==> config.mk <==
export PLATFORM = sky130hd
export DESIGN_NAME = binary_to_7seg_display
export DESIGN_NICKNAME = d
export VERILOG_FILES = /design/src/rtl/seven_seg_pkg.sv /design/src/rtl/hex_to_seg_decode.sv /design/src/rtl/binary_to_7seg_display.sv
export SDC_FILE = /design/constraint.sdc
export NUM_CORES = 1
export LEC_CHECK = 0
export ABC_CLOCK_PERIOD_IN_PS = 1400
export CORE_AREA = 2 2 39 41
export CTS_BUF_LIST = sky130_fd_sc_hd__clkbuf_8
export DETAILED_ROUTE_END_ITERATION = 10
export DIE_AREA = 0 0 41 43
export PLACE_DENSITY = 0.82
export SETUP_SLACK_MARGIN = 0.4
export SLEW_MARGIN = 5
export SYNTH_ARGS = -nofsm -noshare
export SYNTH_HDL_FRONTEND = slang
export SYNTH_SLANG_ARGS = --single-unit
==> constraint.sdc <==
create_clock -name i_CLK -period 1.4 [get_ports i_CLK]
set_input_delay 0.35 -clock i_CLK [delete_from_list [all_inputs] [get_ports i_CLK]]
set_output_delay 0.35 -clock i_CLK [all_outputs]
set_load 0.01 [all_outputs]
==> src/rtl/seven_seg_pkg.sv <==
// -----------------------------------------------------------------------------
// seven_seg_pkg
//   Shared definitions for seven-segment digit drivers.
//   Segment vectors are ordered bit6..bit0 = g,f,e,d,c,b,a.
//   Glyph values are logical, where 1 means the segment is lit. Any polarity
//   inversion for common-anode boards is done by the driver that consumes
//   these constants.
// -----------------------------------------------------------------------------
package seven_seg_pkg;

  localparam int SEG_WIDTH = 7;

  typedef logic [SEG_WIDTH-1:0] seg_t;
  typedef logic [3:0]           hex_t;

  //                          gfedcba
  localparam seg_t SEG_0 = 7'b0111111;
  localparam seg_t SEG_1 = 7'b0000110;
  localparam seg_t SEG_2 = 7'b1011011;
  localparam seg_t SEG_3 = 7'b1001111;
  localparam seg_t SEG_4 = 7'b1100110;
  localparam seg_t SEG_5 = 7'b1101101;
  localparam seg_t SEG_6 = 7'b1111101;
  localparam seg_t SEG_7 = 7'b0000111;
  localparam seg_t SEG_8 = 7'b1111111;
  localparam seg_t SEG_9 = 7'b1100111;
  localparam seg_t SEG_A = 7'b1110111;
  localparam seg_t SEG_B = 7'b1111100;  // lower-case b
  localparam seg_t SEG_C = 7'b0111001;
  localparam seg_t SEG_D = 7'b1011110;  // lower-case d
  localparam seg_t SEG_E = 7'b1111001;
  localparam seg_t SEG_F = 7'b1110001;

  localparam seg_t SEG_BLANK = 7'b0000000;

endpackage : seven_seg_pkg

==> src/rtl/hex_to_seg_decode.sv <==
// -----------------------------------------------------------------------------
// hex_to_seg_decode
//   Purely combinational lookup from a 4-bit value to a logical seven-segment
//   glyph (0-9, A, b, C, d, E, F).
//   Ports:
//     i_BINARY   in  4  value to decode, unsigned 0-15
//     o_PATTERN  out 7  logical segment pattern, bit6..bit0 = g..a, 1 = lit
// -----------------------------------------------------------------------------
module hex_to_seg_decode
  import seven_seg_pkg::*;
(
  input  logic [3:0]           i_BINARY,
  output logic [SEG_WIDTH-1:0] o_PATTERN
);

  // NOTE: every path assigns o_PATTERN (default first), so no latch is inferred.
  always_comb begin
    o_PATTERN = SEG_BLANK;
    unique case (i_BINARY)
      4'h0: o_PATTERN = SEG_0;
      4'h1: o_PATTERN = SEG_1;
      4'h2: o_PATTERN = SEG_2;
      4'h3: o_PATTERN = SEG_3;
      4'h4: o_PATTERN = SEG_4;
      4'h5: o_PATTERN = SEG_5;
      4'h6: o_PATTERN = SEG_6;
      4'h7: o_PATTERN = SEG_7;
      4'h8: o_PATTERN = SEG_8;
      4'h9: o_PATTERN = SEG_9;
      4'hA: o_PATTERN = SEG_A;
      4'hB: o_PATTERN = SEG_B;
      4'hC: o_PATTERN = SEG_C;
      4'hD: o_PATTERN = SEG_D;
      4'hE: o_PATTERN = SEG_E;
      4'hF: o_PATTERN = SEG_F;
    endcase
  end

endmodule : hex_to_seg_decode

==> src/rtl/binary_to_7seg_display.sv <==
// -----------------------------------------------------------------------------
// binary_to_7seg_display
//   Registered single-digit hex to seven-segment driver with update enable and
//   blanking. One-cycle latency from i_BINARY to o_SEVEN_SEG.
//   Priority at each rising edge: i_RST > hold (!i_EN) > i_BLANK > decode.
//   Ports:
//     i_CLK        in  1  system clock, rising edge
//     i_RST        in  1  synchronous active-high reset, output to all-off
//     i_EN         in  1  1 = capture new pattern, 0 = hold
//     i_BLANK      in  1  1 = all segments off (only when i_EN = 1)
//     i_BINARY     in  4  value to show, 0-15
//     o_SEVEN_SEG  out 7  segment drive, bit0 = a ... bit6 = g
//   Build option:
//     SEG_ACTIVE_LOW_EN  when defined the output is inverted (0 = lit) for
//                        common-anode boards, and reset and blank drive
//                        1111111. Latency is unchanged.
// -----------------------------------------------------------------------------
module binary_to_7seg_display
  import seven_seg_pkg::*;
(
  input  logic                 i_CLK,
  input  logic                 i_RST,
  input  logic                 i_EN,
  input  logic                 i_BLANK,
  input  logic [3:0]           i_BINARY,
  output logic [SEG_WIDTH-1:0] o_SEVEN_SEG
);

  // The register holds the physical pin level, so the polarity is applied
  // before the flop and the hold path simply recirculates the stored value.
`ifdef SEG_ACTIVE_LOW_EN
  localparam seg_t POL_MASK = '1;
`else
  localparam seg_t POL_MASK = '0;
`endif

  localparam seg_t SEG_OFF = SEG_BLANK ^ POL_MASK;

  seg_t decoded;
  seg_t seg_d;
  seg_t seg_q;

  hex_to_seg_decode u_decode (
    .i_BINARY  (i_BINARY),
    .o_PATTERN (decoded)
  );

  // The reset is not handled here because the flop below applies it directly.
  always_comb begin
    seg_d = seg_q;
    if (i_EN) begin
      if (i_BLANK) seg_d = SEG_OFF;
      else         seg_d = decoded ^ POL_MASK;
    end
  end

  // NOTE: sequential state uses non-blocking assignments only.
  always_ff @(posedge i_CLK) begin
    if (i_RST) seg_q <= SEG_OFF;
    else       seg_q <= seg_d;
  end

  assign o_SEVEN_SEG = seg_q;

endmodule : binary_to_7seg_display

# After elaboration in Yosys (flattened, before gate mapping)
# Memories as Yosys holds them, arrays and structs flattened.
# Index checks and enable logic that the tools add are counted.
# word_totals
reg_bits	7
romBits	112
in_bits	8
output_inout_bits	7
elab_cells	3
mem_count	1
# op_classes
muxes	1
# mem_list
memory	words	word_bits	read_ports	rd_clocked_by_memory_dff	write_ports	line	rtl
(name not given)	16	7	1	0	0	hex_to_seg_decode.sv:19	unique case (i_BINARY)
# ops
op	count
2-to-1 mux 7 bit	1

# Longest topological paths before layout
# Gate-level depths: netlist of the first run.
# An unclocked memory read counts as a cell.
# logic_depth
word_depth	2
ltp_mapped	5
ltp_nobuf	5

# By module
# From an unflattened synthesis of the first run, not the netlist that was laid out.
# hier_totals
hier_cells	70
hier_area_um2	580.6
# modules_own_cells
module	n_inst	cells_each	area_each_um2	seq_area_each_um2
hex_to_seg_decode	1	41	297.8	0.0
binary_to_7seg_display	1	29	282.8	140.1

# Least setup slack after synthesis of the first run
# Ideal clock, no wire load.
# synth_path
path_kind	input port to flip-flop
startpoint	in i_BINARY[0]
endpoint	reg seg_q[3] (netlist: o_SEVEN_SEG[3])
setup_ns	0.067
arrival_ns	1.418
required_ns	1.333
setup_slack_ns	-0.084
cell_stages	5
path_buffers	0
cell_sequence	inv_1 ha_1 mux2_2 a221o_1 a21oi_2
# synth_between
elab_chain_len	2
# synth_rtl
item	line	rtl
start, declared	binary_to_7seg_display.sv:25	input logic [3:0] i_BINARY,
memory (16 x 7 bit)	--	
2-to-1 mux 7 bit	binary_to_7seg_display.sv:52	if (i_BLANK) seg_d = SEG_OFF;
end signal, assigned	binary_to_7seg_display.sv:60	else seg_q <= seg_d;
end, declared	binary_to_7seg_display.sv:41	seg_t seg_q;
# Every way passes these cells.
# A chain may end at the register's enable or synchronous reset.

# Worst setup path after layout of the first run
# Same ends and word-level chain as after synthesis.

==> flow_summary.yaml, run 1 <==
clock_tree:
  cts_inserted_buffers: 3
  cts_root_buffer: "clkbuf_8"
  clk_path_buf_depth: 2
  cts_max_level: 1
  cts_tree: "yes"
  clk_latency_ns: 0.23
  clock_sink_count: 7
  cts_hold_buf: 0
  clk_pin_slew_ns: 0.04
global_route:
  grt_max_degree: 9
  gr-total-overflow: 0
  antenna_found_initial: 0
  grt_pass1_wl_um: 2330
  grt_pass1_vias: 523
  grt_usage: 0.200
place:
  gp_congestion: 0.788
  dpl_cell_area_um2: 828
  place_inst: 97
  hpwlAfterDp_um: 930
  place_ws_ns: -0.692
  io_buffers: 14
synth:
  synthCells: 55
  ys_ff_latch: 7
  syn_nets: 68
  netlist_area_um2: 514
  synth_top_area_cell: "dfxtp_1"
  synthTopCellsByArea: "dfxtp_1, ha_1, nand2b_1"
  seq_area_frac_synth: 0.273
  ys_types: 23
  yosys_warnings: 0
  avgSynthCellArea_um2: 9.35
  synth_top_area_share: 0.273
power_and_ir_drop:
  power.density_nw_per_um2: 702
  p_sw_frac: 0.263
  p_switching_uw: 195
  seq_power_share: 0.297
  p_leak_nw: 0.456
  intPower_uw: 546
  pwr-share-clk: 0.375
  pwr-share-comb: 0.329
  max-vdd-ir-drop_mv: 0.335
worst_setup_path:
  slowest_delay_ns: 0.30
  crit_type: "input port to register"
  critical_path.cell_chain: "buf_12, inv_12, ha_4, mux2_4, a221o_1, a21oi_2"
  end_kind: "register"
  worst_path_max_delay_cell: "a221o_1"
  worstPathArrival_ns: 1.43
  cp.required_ns: 1.56
  path_max_fanout: 3
  setup.worst_path.start_class: "input port"
  r2r_cells: 2
detailed_routing:
  postRouteAntennaNets: 0
  dr.first_iter.drc_count: 5
  routed_wl_um: 1580
  drc: 0
  wire_per_inst_um: 15.0
  via_per_inst: 5.26
  drtPass1Iterations: 3
  num_vias: 552
finish:
  most-common-layout-cells: "buf_6, buf_4, nand2b_1, dfxtp_2"
  fin_cells: 105
  multi_input_area_um2: 465
  final_common_cell: "buf_6"
  syn_to_final_growth_pct: 105
  finalNetCount: 103
  fin_area_um2: 1050
  final_layout_size_suffix_gt1_frac: 0.685
  seqCellArea_um2: 148
  antenna_cells: 0
  largest_register_ffs: 7
  nFillCells: 105
die:
  ios: 15
  chipWidth_um: 41
  die_h_um: 43
  num_rows: 14
  start_util: 0.372
  design.die.area_um2: 1760
  core_area_um2: 1380
timing:
  max_clock_freq_mhz: 792
  final.min_clock_period_ns: 1.26
  finalSetupViolCount: 0
  setup_slack_ns: 0.137
  slew_headroom: 0.833
  worst_pin_slew_ns: 0.246
  fin_tns_setup_ns: 0
  hold_viol: 0
  finalMaxSlewViolations: 0
  skew_ns: 0
  post-route-period-util: 0.902
  rsz0062_at_grt: "yes"
worst_hold_path:
  hold_depth: 2
  hp-class: "register to register"
flow_run:
  cap_violations: 0
status:
  status: "completed"
[critical path, delay by kind of cell]
kind,cells,cell delay [ns]
compound gates,2,0.41
fa+ha+maj,1,0.25
buf+inv,2,0.13
mux,1,0.28
[per-layer routing]
metal | up-vias | wire, um | global-route usage
li1 | 266 | - | -
met1 | 260 | 577 | 0.216
met2 | 19 | 874 | 0.338
met3 | 7 | 64 | 0.0314
met4 | 0 | 59 | 0.120
met5 | - | 0 | 0
[synth_stat cells]
library cell / number
buf_6: 2
nor2_4: 1
mux2_1: 1
inv_1: 3
o311ai_1: 3
mux2_2: 2
a21o_1: 1
nand3_1: 2
buf_1: 1
a221o_1: 2
a31oi_1: 1
and3b_1: 1
a221oi_1: 1
a211o_1: 1
a21oi_1: 5
nor3b_1: 1
a21oi_2: 1
dfxtp_1: 7
nand2b_1: 7
nor2b_1: 4
ha_1: 5
and2b_1: 1
nand3b_1: 2
[worst paths after layout]
check | start | to | slack (ns)
worst max-delay path | i_BINARY[0] | o_SEVEN_SEG[3] | 0.14
worst min register to register | o_SEVEN_SEG[4] | o_SEVEN_SEG[4] | 0.47
worst min-delay path | o_SEVEN_SEG[4] | o_SEVEN_SEG[4] | 0.47
worst max register to register | o_SEVEN_SEG[0] | o_SEVEN_SEG[0] | 0.70
[stage by stage]
step / power (mW) / util / hold WS (ns)
floorplan: 0.313 / - / 0.489
global placement: 0.401 / 0.599 / 0.455
detailed placement: 0.405 / 0.599 / 0.458
CTS: 0.709 / 0.699 / 0.474
global route: 0.769 / 0.762 / 0.487
finish: 0.741 / 0.762 / 0.469
[cell families after synthesis]
| group | after synthesis | share of synthesized area |
|---|---|---|
| flops | 7 | 0.272 |
| fa+ha+maj | 5 | 0.122 |
| buf+inv | 6 | 0.0730 |
| simple gates | 19 | 0.251 |
| compound gates | 15 | 0.217 |
| mux | 3 | 0.0657 |
[power groups by stage]
stage / Combinational (mW) / Sequential (mW) / Clock [mW]
global placement: 0.182 / 0.219 / 0
global route: 0.260 / 0.221 / 0.288
detailed placement: 0.186 / 0.219 / 0
CTS: 0.210 / 0.219 / 0.279
floorplan: 0.0882 / 0.225 / 0
finish: 0.243 / 0.220 / 0.278
[final cells by class]
cell class,instances,area share
multi-input combinational,42,0.441
clock buffer,3,0.0391
timing repair buffer,33,0.323
sequential,7,0.140
clock inverter,1,0.00356
inverter,3,0.0344
tap,16,0.0190
[what timing repair did]
| action | CTS | global route |
|---|---|---|
| setup buffers | 2 | 2 |
| pin swaps | 7 | 12 |
| endpoints found under the hold margin | 0 | 0 |
| resized for setup | 72 | 20 |
| setup endpoints to repair | 14 | 14 |
No activity file was read; power rests on OpenSTA's default activity.
==> inputs of run 2 (changes only) <==
Settings changed: SETUP_SLACK_MARGIN 0.4 to default.
==> run 2 against run 1 <==
Compared with the run above: non-clock buffer count fell by 4; fmax fell by 8.3%; worst setup slack got worse by 0.11 ns; first-iteration DRC count fell by 40%; global-route usage fell by 4.9 points; register-to-register slack improved by 0.02 ns; core utilization fell by 17 points; clock-buffer cell count did not move; die area did not move; clock skew did not move; cell count fell by 3.8%.
==> flow_summary.yaml, run 2 (same netlist as run 1, synthesis figures left out) <==
clock_tree:
  cts_max_level: 1
  cts_tree: "yes"
  cts_root_buffer: "clkbuf_8"
  clock_sink_count: 7
  clk_pin_slew_ns: 0.04
  cts_inserted_buffers: 3
  clk_path_buf_depth: 2
  clk_latency_ns: 0.23
die:
  ios: 15
  num_rows: 14
  design.die.area_um2: 1760
  start_util: 0.372
  chipWidth_um: 41
  die_h_um: 43
  core_area_um2: 1380
flow_run:
  cap_violations: 0
place:
  place_ws_ns: -0.605
  gp_congestion: 0.770
  io_buffers: 14
  hpwlAfterDp_um: 876
global_route:
  gr-total-overflow: 0
  antenna_found_initial: 0
  grt_max_degree: 9
  grt_pass1_wl_um: 1810
  grt_pass1_vias: 461
  grt_usage: 0.151
detailed_routing:
  wire_per_inst_um: 11.2
  postRouteAntennaNets: 0
  routed_wl_um: 1140
  drtPass1Iterations: 2
  num_vias: 527
  dr.first_iter.drc_count: 3
  drc: 0
  via_per_inst: 5.22
worst_setup_path:
  crit_type: "input port to register"
  cp.required_ns: 1.56
  setup.worst_path.start_class: "input port"
  worstPathArrival_ns: 1.54
  end_kind: "register"
  path_max_fanout: 3
finish:
  syn_to_final_growth_pct: 58.6
  multi_input_area_um2: 363
  final_common_cell: "buf_4"
  most-common-layout-cells: "buf_4, dlygate4sd2_1, nand2b_1, dfxtp_1, a21oi_1"
  fin_util: 0.590
  finalNetCount: 99
  largest_register_ffs: 7
  seqCellArea_um2: 140
  antenna_cells: 0
  nFillCells: 135
  final_layout_size_suffix_gt1_frac: 0.341
timing:
  finalSetupViolCount: 0
  rsz0062_at_grt: "no"
  skew_ns: 0
  max_clock_freq_mhz: 726
  hold_ws_ns: 0.462
  final.min_clock_period_ns: 1.38
  slew_headroom: 0.808
  worst_pin_slew_ns: 0.284
  setup_slack_ns: 0.0227
  hold_viol: 0
  finalMaxSlewViolations: 0
  post-route-period-util: 0.984
power_and_ir_drop:
  power.density_nw_per_um2: 803
  max-vdd-ir-drop_mv: 0.330
  p_leak_nw: 0.390
worst_hold_path:
  hp-class: "register to register"
status:
  status: "completed"
run 2: cell count changes in the layout (fill, tap and decap cells not counted), sizes merged:
| cell | delta |
|---|---|
| clkbuf | -1 |
| dlygate4sd2 | +8 |
| buf | -12 |
| clkdlybuf4s15 | -1 |
| clkdlybuf4s50 | +2 |
run 2: final timing paths:
check,from,endpoint,slack (ns),depth (start not counted)
worst min register to register,o_SEVEN_SEG[5],o_SEVEN_SEG[5],0.46,2
worst max-delay path,i_BINARY[1],o_SEVEN_SEG[3],0.02,6
worst max register to register,o_SEVEN_SEG[0],o_SEVEN_SEG[0],0.72,2
worst min-delay path,o_SEVEN_SEG[5],o_SEVEN_SEG[5],0.46,2
run 2: routing by layer:
| layer | routed length (um) | up-vias | GRT usage | part of all wire |
|---|---|---|---|---|
| met5 | 0 | - | 0 | 0 |
| met4 | 25 | 0 | 0.100 | 0.022 |
| met3 | 57 | 4 | 0.0314 | 0.050 |
| met2 | 562 | 14 | 0.238 | 0.49 |
| met1 | 491 | 246 | 0.170 | 0.43 |
| li1 | - | 263 | - | - |
run 2: cell type report:
cell class                 instances  share of cell area
sequential                         7               0.172
clock buffer                       3              0.0506
timing repair buffer              29               0.284
inverter                           3              0.0199
multi-input combinational         42               0.445
tap                               16              0.0245
clock inverter                     1             0.00460
run 2: metrics by stage:
stage               total power [mW]  instance area (um2)  instances  setup TNS (ns)
finish                         0.655                  816        101               0
CTS                            0.665                  828        101         -0.0275
detailed placement             0.389                  782         97           -3.51
floorplan                      0.302                  536         55               0
global route                   0.689                  816        101               0
global placement               0.385                  782         97           -3.31
run 2: repair_timing:
| action | CTS | global route |
|---|---|---|
| gates resized for setup | 17 | 2 |
| setup endpoints to repair | 14 | 3 |
| hold buffers | 0 | 0 |
| buffers inserted | 0 | 0 |
| pin swaps | 0 | 1 |
run 2: report_power, final:
part | internal (mW) | switching (mW) | leakage (nW)
sequential | 0.211 | 0.00444 | 0.0574
clock | 0.190 | 0.0881 | 0.0269
combinational | 0.0917 | 0.0704 | 0.306
run 2: critical path, cell delays in order:
cell     delay, ns
buf_2         0.12
inv_4         0.05
ha_4          0.26
mux2_4        0.29
a221o_1       0.34
a21oi_2       0.14
